<file path="src/rtl/lvds_panel_sequencer.sv">
// rtl/lvds_panel_sequencer.sv - LVDS panel power sequencer (VDD -> LVDS -> backlight), optional LVDS_BL_VSYNC_ALIGN_EN
module lvds_panel_sequencer #(
    parameter int CNT_W      = 16,
    parameter int T_VDD_LVDS = 16,
    parameter int T_LVDS_BL  = 16,
    parameter int T_BL_LVDS  = 16,
    parameter int T_LVDS_VDD = 16,
    parameter int T_OFF_MIN  = 16
) (
    input  logic       DotClock,
    input  logic       rst_n,
    input  logic       panel_on,
    input  logic       VSync,
    output logic       vdd_en,
    output logic       lvds_en,
    output logic       bl_en,
    output logic       ready,
    output logic [2:0] state
);

    typedef enum logic [2:0] {
        S_OFF     = 3'd0,
        S_PU_VDD  = 3'd1,
        S_PU_LVDS = 3'd2,
        S_ON      = 3'd3,
        S_PD_BL   = 3'd4,
        S_PD_LVDS = 3'd5,
        S_PD_VDD  = 3'd6,
        S_BAD     = 3'd7
    } state_t;

    // A zero delay is treated as a one-cycle delay.
    localparam logic [CNT_W-1:0] LD_VDD_LVDS = (T_VDD_LVDS == 0) ? CNT_W'(1) : CNT_W'(T_VDD_LVDS);
    localparam logic [CNT_W-1:0] LD_LVDS_BL  = (T_LVDS_BL  == 0) ? CNT_W'(1) : CNT_W'(T_LVDS_BL);
    localparam logic [CNT_W-1:0] LD_BL_LVDS  = (T_BL_LVDS  == 0) ? CNT_W'(1) : CNT_W'(T_BL_LVDS);
    localparam logic [CNT_W-1:0] LD_LVDS_VDD = (T_LVDS_VDD == 0) ? CNT_W'(1) : CNT_W'(T_LVDS_VDD);
    localparam logic [CNT_W-1:0] LD_OFF_MIN  = (T_OFF_MIN  == 0) ? CNT_W'(1) : CNT_W'(T_OFF_MIN);

    state_t           cur_st;
    state_t           nxt_st;
    logic [CNT_W-1:0] cnt;
    logic [CNT_W-1:0] cnt_nxt;
    logic             expired;
    logic             lvds_go;

    // The counter parks at 1 once expired, so "expired" stays true while waiting.
    assign expired = (cnt == CNT_W'(1));

`ifdef LVDS_BL_VSYNC_ALIGN_EN
    logic vsync_q;

    always_ff @(posedge DotClock or negedge rst_n) begin
        if (!rst_n) begin
            vsync_q <= 1'b0;
        end else begin
            vsync_q <= VSync;
        end
    end

    assign lvds_go = expired & VSync & ~vsync_q;
`else
    logic unused_vsync;
    assign unused_vsync = VSync;
    assign lvds_go      = expired;
`endif

    always_comb begin
        nxt_st = cur_st;
        case (cur_st)
            S_OFF:     if (panel_on) nxt_st = S_PU_VDD;
            S_PU_VDD:  if (!panel_on) nxt_st = S_PD_VDD;
                       else if (expired) nxt_st = S_PU_LVDS;
            S_PU_LVDS: if (!panel_on) nxt_st = S_PD_LVDS;
                       else if (lvds_go) nxt_st = S_ON;
            S_ON:      if (!panel_on) nxt_st = S_PD_BL;
            S_PD_BL:   if (expired) nxt_st = S_PD_LVDS;
            S_PD_LVDS: if (expired) nxt_st = S_PD_VDD;
            S_PD_VDD:  if (expired) nxt_st = S_OFF;
            default:   nxt_st = S_PD_VDD;
        endcase
    end

    always_comb begin
        cnt_nxt = cnt;
        if (nxt_st != cur_st) begin
            case (nxt_st)
                S_PU_VDD:  cnt_nxt = LD_VDD_LVDS;
                S_PU_LVDS: cnt_nxt = LD_LVDS_BL;
                S_PD_BL:   cnt_nxt = LD_BL_LVDS;
                S_PD_LVDS: cnt_nxt = LD_LVDS_VDD;
                S_PD_VDD:  cnt_nxt = LD_OFF_MIN;
                default:   cnt_nxt = '0;
            endcase
        end else if (cnt > CNT_W'(1)) begin
            cnt_nxt = cnt - CNT_W'(1);
        end
    end

    // Outputs are registered from the next-state decode so they always match the state register.
    always_ff @(posedge DotClock or negedge rst_n) begin
        if (!rst_n) begin
            cur_st  <= S_OFF;
            cnt     <= '0;
            vdd_en  <= 1'b0;
            lvds_en <= 1'b0;
            bl_en   <= 1'b0;
            ready   <= 1'b0;
        end else begin
            cur_st  <= nxt_st;
            cnt     <= cnt_nxt;
            vdd_en  <= (nxt_st == S_PU_VDD) || (nxt_st == S_PU_LVDS) || (nxt_st == S_ON) ||
                       (nxt_st == S_PD_BL)  || (nxt_st == S_PD_LVDS);
            lvds_en <= (nxt_st == S_PU_LVDS) || (nxt_st == S_ON) || (nxt_st == S_PD_BL);
            bl_en   <= (nxt_st == S_ON);
            ready   <= (nxt_st == S_ON);
        end
    end

    assign state = cur_st;

endmodule
</file>
<file path="config.mk">
export PLATFORM = sky130hd
export DESIGN_NAME = lvds_panel_sequencer
export DESIGN_NICKNAME = d
export VERILOG_FILES = /design/src/rtl/lvds_panel_sequencer.sv
export SDC_FILE = /design/constraint.sdc
export NUM_CORES = 1
export LEC_CHECK = 0
export ABC_CLOCK_PERIOD_IN_PS = 2100
export CAP_MARGIN = 20
export CORE_MARGIN = 2
export CORE_UTILIZATION = 50
export CTS_BUF_LIST = sky130_fd_sc_hd__clkbuf_8 sky130_fd_sc_hd__clkbuf_16
export CTS_CLUSTER_DIAMETER = 100
export DETAILED_ROUTE_END_ITERATION = 10
export PLACE_DENSITY = 0.73
export SYNTH_ARGS = -nofsm -noshare
export SYNTH_HDL_FRONTEND = slang
export SYNTH_SLANG_ARGS = --single-unit
</file>
<file path="constraint.sdc">
create_clock -name DotClock -period 2.1 [get_ports DotClock]
set_input_delay 0.42 -clock DotClock [delete_from_list [all_inputs] [get_ports DotClock]]
set_output_delay 0.42 -clock DotClock [all_outputs]
set_load 0.05 [all_outputs]
</file>
======== After elaboration in Yosys (flattened, before gate mapping) ========
Index checks and enable logic that the tools add are counted.
cells by class
  $add $sub $neg .......................... 1
  $lt $le $gt $ge ......................... 1
  equal/unequal tests ..................... 14
  mux-type cells .......................... 13
  reduce and logical (&&, ||, !) cells .... 9
operators with widths
  operator                                                         count
  two-way mux 16 bit                                               2
  two-way mux 3 bit                                                9
  one-hot mux 3 bit (7 select lines)                               1
  == test 3 bit (second input constant)                            6
  == test 16 x 1 -> 1 bit (second input constant)                  1
  greater-than comparator 16 x 1 -> 1 bit (second input constant)  1
  subtractor 16 x 1 -> 16 bit (second input constant)              1
  == test 3 x 2 -> 1 bit (second input constant)                   4
  == test 3 x 1 -> 1 bit (second input constant)                   2
  logical OR 1 bit                                                 6
  two-way mux 5 bit                                                1
  OR reduction 5 bit                                               1
  logical NOT 3 bit                                                1
  inequality test 3 bit                                            1
  nonzero test 2 bit                                               1
storage, ports and cells
  register bits after elaboration ......... 22
  input port bits ......................... 4
  output and inout port bits .............. 7
  word-level logic and storage cells ...... 43

======== Longest topological paths before layout ========
  depth in word-level cells ............... 9
  gate-level depth with buffers ........... 9
  depth with buffers taken out ............ 9

======== Worst setup path after synthesis ========
No wires, ideal clock.
  path type ............................... register -> register
  from .................................... register cnt[1]
  to ...................................... register cnt[4]
  arrival ................................. 1.984 ns
  slack ................................... -0.018 ns
  cell stages (with the launch flop) ...... 9
  clock period less this slack ............ 2.118 ns
  cells stage by stage .................... dfrtp_1 > inv_1 > ha_1 > nor3b_1 > nand4_2 > and3_1 > or4_4 > o21ai_0 > o22ai_1
on the way
  longest elaborated chain between the ends .. 8
ends and longest elaborated chain
  element                                               RTL line  text
  from (decl)                                           41        logic [CNT_W-1:0] cnt;
  from (signal assigned)                                110       cnt <= cnt_nxt;
  == test 16 x 1 -> 1 bit                               47        assign expired = (cnt == CNT_W'(1));
  two-way mux 3 bit, on equally long branches           74, 72
  two-way mux 3 bit, on equally long branches           73, 71
  one-hot mux 3 bit (7 select lines)                    69        case (cur_st)
  == test 3 x 1 -> 1 bit, or another cell as far along  86        case (nxt_st)
  OR reduction 5 bit (no line)                          -
  two-way mux 5 bit                                     86
  two-way mux 16 bit                                    85        if (nxt_st != cur_st) begin
Several ways; a longest one is shown, not always the timed one. The select of a mux whose other input is x is not followed.
A chain may end at the register's enable or synchronous reset.

======== Worst setup path after layout ========
  from .................................... register cnt[4]
  to ...................................... register cnt[4]
on the way
  longest elaborated chain between the ends .. 8
ends and longest elaborated chain
  element                                               RTL line  text
  == test 16 x 1 -> 1 bit (*)                           47
  two-way mux 3 bit, on equally long branches           74, 72
  two-way mux 3 bit, on equally long branches           73, 71
  one-hot mux 3 bit (7 select lines) (*)                69
  net nxt_st[1]                                         40        state_t nxt_st;
  == test 3 x 1 -> 1 bit, or another cell as far along  86
  OR reduction 5 bit (no line)                          -
  two-way mux 5 bit                                     86
  two-way mux 16 bit                                    85
The timed path passes the listed nets; every way through them passes the cells marked *. The select of a mux whose other input is x is not followed.

==> flow_summary.toml <==
[outcome]
status = "complete, but fails checks"
failed_checks = "setup timing"

[job]
max_cap_violations = 0

[timing]
maxClockFrequency_ghz = 0.473
finalWorstSetupSlack_ns = -0.0129
timing_max_transition_violations_final = 0
worst_clock_skew_ns = 0.00211
slew_headroom_pct = 66.8
fin_tns_setup_ns = -0.0129
fin_crit_ns = 2.11
finalCritPeriodShare_pct = 101
worst_slew_pin_slew_ns = 0.496
finalHoldViolCount = 0
grt_setup_unrepaired = "yes"
report.final.setup_viol = 1

[finish]
filler_cells_inserted = 185
antenna_cells = 0
finalCoreUtilization_pct = 67.9
layout_commonest_cell = "sky130_fd_sc_hd__buf_4"
area_growth_syn_to_layout_pct = 32.4
final_cells = 192
most-common-layout-cells = "23 x sky130_fd_sc_hd__buf_4, 22 x sky130_fd_sc_hd__nor2_1, 20 x sky130_fd_sc_hd__dfrtp_1, 9 x sky130_fd_sc_hd__clkdlybuf4s50_1"
share_of_cells_above_drive_strength_1_pct = 28.4
nNetsFinal = 169

[floorplan]
fp.dieArea_um2 = 2890
floorplan.rows = 18
die_width_um = 53.7
core_area_um2 = 2410
floorplan.initialDensity_pct = 51.3
fp.dieH_um = 53.7
top_level_port_count = 11

[placement]
half_perimeter_wire_length_after_placement_mm = 1.94
post_place_worst_slack_ns = -0.275
port_buffers = 9
gp_routability_congestion = 0.795
dp.cells = 185

[setup_path]
cpLargestDelayFamily = "simple AND/OR/NAND/NOR gates"
worst_setup_path_start_kind = "register"
critical_path.slowest_cell = "sky130_fd_sc_hd__or4_4"
cp_data_arrival_time_ns = 2.30
critical_path.n_buffers_inverters = 1
worst_path_largest_cell_delay_ns = 0.56
worstPathRequired_ns = 2.29
critPathMaxFanout = 5
critical_path.cell_chain = "nor4_4 > nand4_2 > and3_4 > or4_4 > clkinv_4 > nor3_2 > o22ai_1"
setup.worst_path.end_class = "register"
timing.setup.critical_path_class = "register to register"

[yosys]
syn-mean-instance-area_um2 = 9.51
yosysWarnings = 0
net_count_after_synthesis = 136
synth.distinct_cells = 34
post_synth_edffs = 0
synth_flop_cell = "sky130_fd_sc_hd__dfrtp_1"
synth_seq_area_share_pct = 44.5
synth_area_um2 = 1240
library_cell_with_the_largest_summed_area_after_synthesis = "sky130_fd_sc_hd__dfrtp_1"
post_synth_inst_count = 130
ys_top_cells_by_area = "sky130_fd_sc_hd__dfrtp_1 45%, sky130_fd_sc_hd__nor2_1 6.7%, sky130_fd_sc_hd__nor4_4 5.2%, sky130_fd_sc_hd__xor2_1 4.3%, sky130_fd_sc_hd__o21ai_0 3.6%"
yosys_register_bits = 22
synth_top_cell_area_share_pct = 44.5
postSynth.asyncResetShare_pct = 100

[grt]
via_count_of_the_first_global_routing_pass = 995
grt_start_max_net_pins = 23
grt_remaining_overflow = 0
globalRouteMet2Util_pct = 36.6
met3_usage_pct = 4.44
globalRouteMet1Util_pct = 24.7
number_of_antenna_violations_at_the_first_check_in_global_routing = 0
wire_length_of_the_first_global_routing_pass_mm = 4.27
grt_busiest_layer = "met2"
globalRouteTotalUtil_pct = 21.0

[detailed_routing]
drt_pre_antenna_iters = 4
routedWlPerCell_um = 14.1
drt-initial-drc-count = 12
drt-total-wl_mm = 2.70
detail-route-antenna-nets = 0
drt-vias-per-instance = 5.55
remaining_drc_errors = 0
route.vias.total = 1066

[cts]
cts_inserted_buffers = 3
cts.sink_count = 22
clkLatencyLatePin_ns = 0.26
cts_hold_buffers = 0
clock_tree_from_tritoncts = "done"
clock_tree.root_cell = "sky130_fd_sc_hd__clkbuf_8"
cts.htree.levels = 1
maximum_buffer_depth_of_the_clock_tree = 2
clkSlewWorstSetupHoldPaths_ns = 0.08

[power_and_ir_drop]
p_leak_nw = 0.703
cellPowerDensity_nw_per_um2 = 1650
post-layout-total-power_mw = 2.70
ir_worst_vdd_mv = 1.04

[hold_path]
hold_path_class = "primary input to async pin"
[state kept, by name (all words and copies together) (netlist names)]
| register | flops |
|---|---|
| lvds_en | 1 |
| vdd_en | 1 |
| state | 3 |
| cnt | 16 |
| ready | 1 |
[worst paths after layout]
path | start | to | slack (ns) | cells after the start
max | cnt[4]$_DFFE_PN0P_ | cnt[4]$_DFFE_PN0P_ | -0.01 | 7
min | rst_n | cnt[1]$_DFFE_PN0P_ | 0.49 | 2
max reg2reg | cnt[4]$_DFFE_PN0P_ | cnt[4]$_DFFE_PN0P_ | -0.01 | 7
min reg2reg | cnt[3]$_DFFE_PN0P_ | cnt[3]$_DFFE_PN0P_ | 0.61 | 2
max in group asynchronous | rst_n | state[2]$_DFF_PN0_ | 1.36 | 2
min in group DotClock | cnt[3]$_DFFE_PN0P_ | cnt[3]$_DFFE_PN0P_ | 0.61 | 2
[Yosys cell counts (2+ instances only)]
cell / n
sky130_fd_sc_hd__dfrtp_1: 22
sky130_fd_sc_hd__nor2_1: 22
sky130_fd_sc_hd__o21ai_0: 9
sky130_fd_sc_hd__a21oi_1: 8
sky130_fd_sc_hd__nor3_1: 7
sky130_fd_sc_hd__inv_1: 6
sky130_fd_sc_hd__xor2_1: 6
sky130_fd_sc_hd__xnor2_1: 5
sky130_fd_sc_hd__nand2_1: 4
sky130_fd_sc_hd__or3_1: 4
sky130_fd_sc_hd__and3_1: 3
sky130_fd_sc_hd__clkbuf_1: 3
sky130_fd_sc_hd__nor4_4: 3
sky130_fd_sc_hd__o211ai_1: 3
sky130_fd_sc_hd__ha_1: 2
sky130_fd_sc_hd__nand3_1: 2
sky130_fd_sc_hd__o2111ai_1: 2
sky130_fd_sc_hd__o311ai_1: 2
sky130_fd_sc_hd__or2_2: 2
[per-layer routing]
layer | wire, um | share of wire [%]
met1 | 1160 | 43
met2 | 1420 | 53
met3 | 68 | 2.5
met4 | 44 | 1.6
met5 | 0 | 0
[cells by family (layout without fill, tap and decap cells)]
logic type	after synthesis	in the layout	share of synthesized area, %
AO/OA/AOI/OAI	26	26	12.6
AND/OR/NAND/NOR	58	58	29.0
adder cells (fa/ha/maj)	2	2	2.02
buffers and inverters	11	43	4.05
XOR/XNOR	11	11	7.79
flip-flops	22	22	44.5
[stage by stage]
stage               area [um^2]  hold slack (ns)
floorplan                  1240            0.124
global placement           1500            0.570
detailed placement         1500            0.578
CTS                        1610            0.499
global route               1640            0.516
finish                     1640            0.492
[area by class of cell]
class | instances | area, um^2 | area share (%)
multi-input cells | 97 | 681 | 41.6
clock inverters | 1 | 30.0 | 1.83
repair buffers | 32 | 263 | 16.1
well taps | 30 | 37.5 | 2.29
inverters | 7 | 31.3 | 1.91
clock buffers | 3 | 41.3 | 2.52
flip-flops and latches | 22 | 553 | 33.8
[power breakdown]
part           internal (mW)  switching (mW)
logic                  0.690           0.826
clock network          0.255           0.137
registers              0.594           0.203
[what timing repair did]
| action | in CTS | in global routing |
|---|---|---|
| setup buffers | 2 | 1 |
| setup endpoints to repair | 2 | 5 |
| resized for setup | 7 | 3 |
| pin swaps | 5 | 2 |
| gates cloned | 0 | 0 |
No activity file was read; power rests on OpenSTA's default activity.
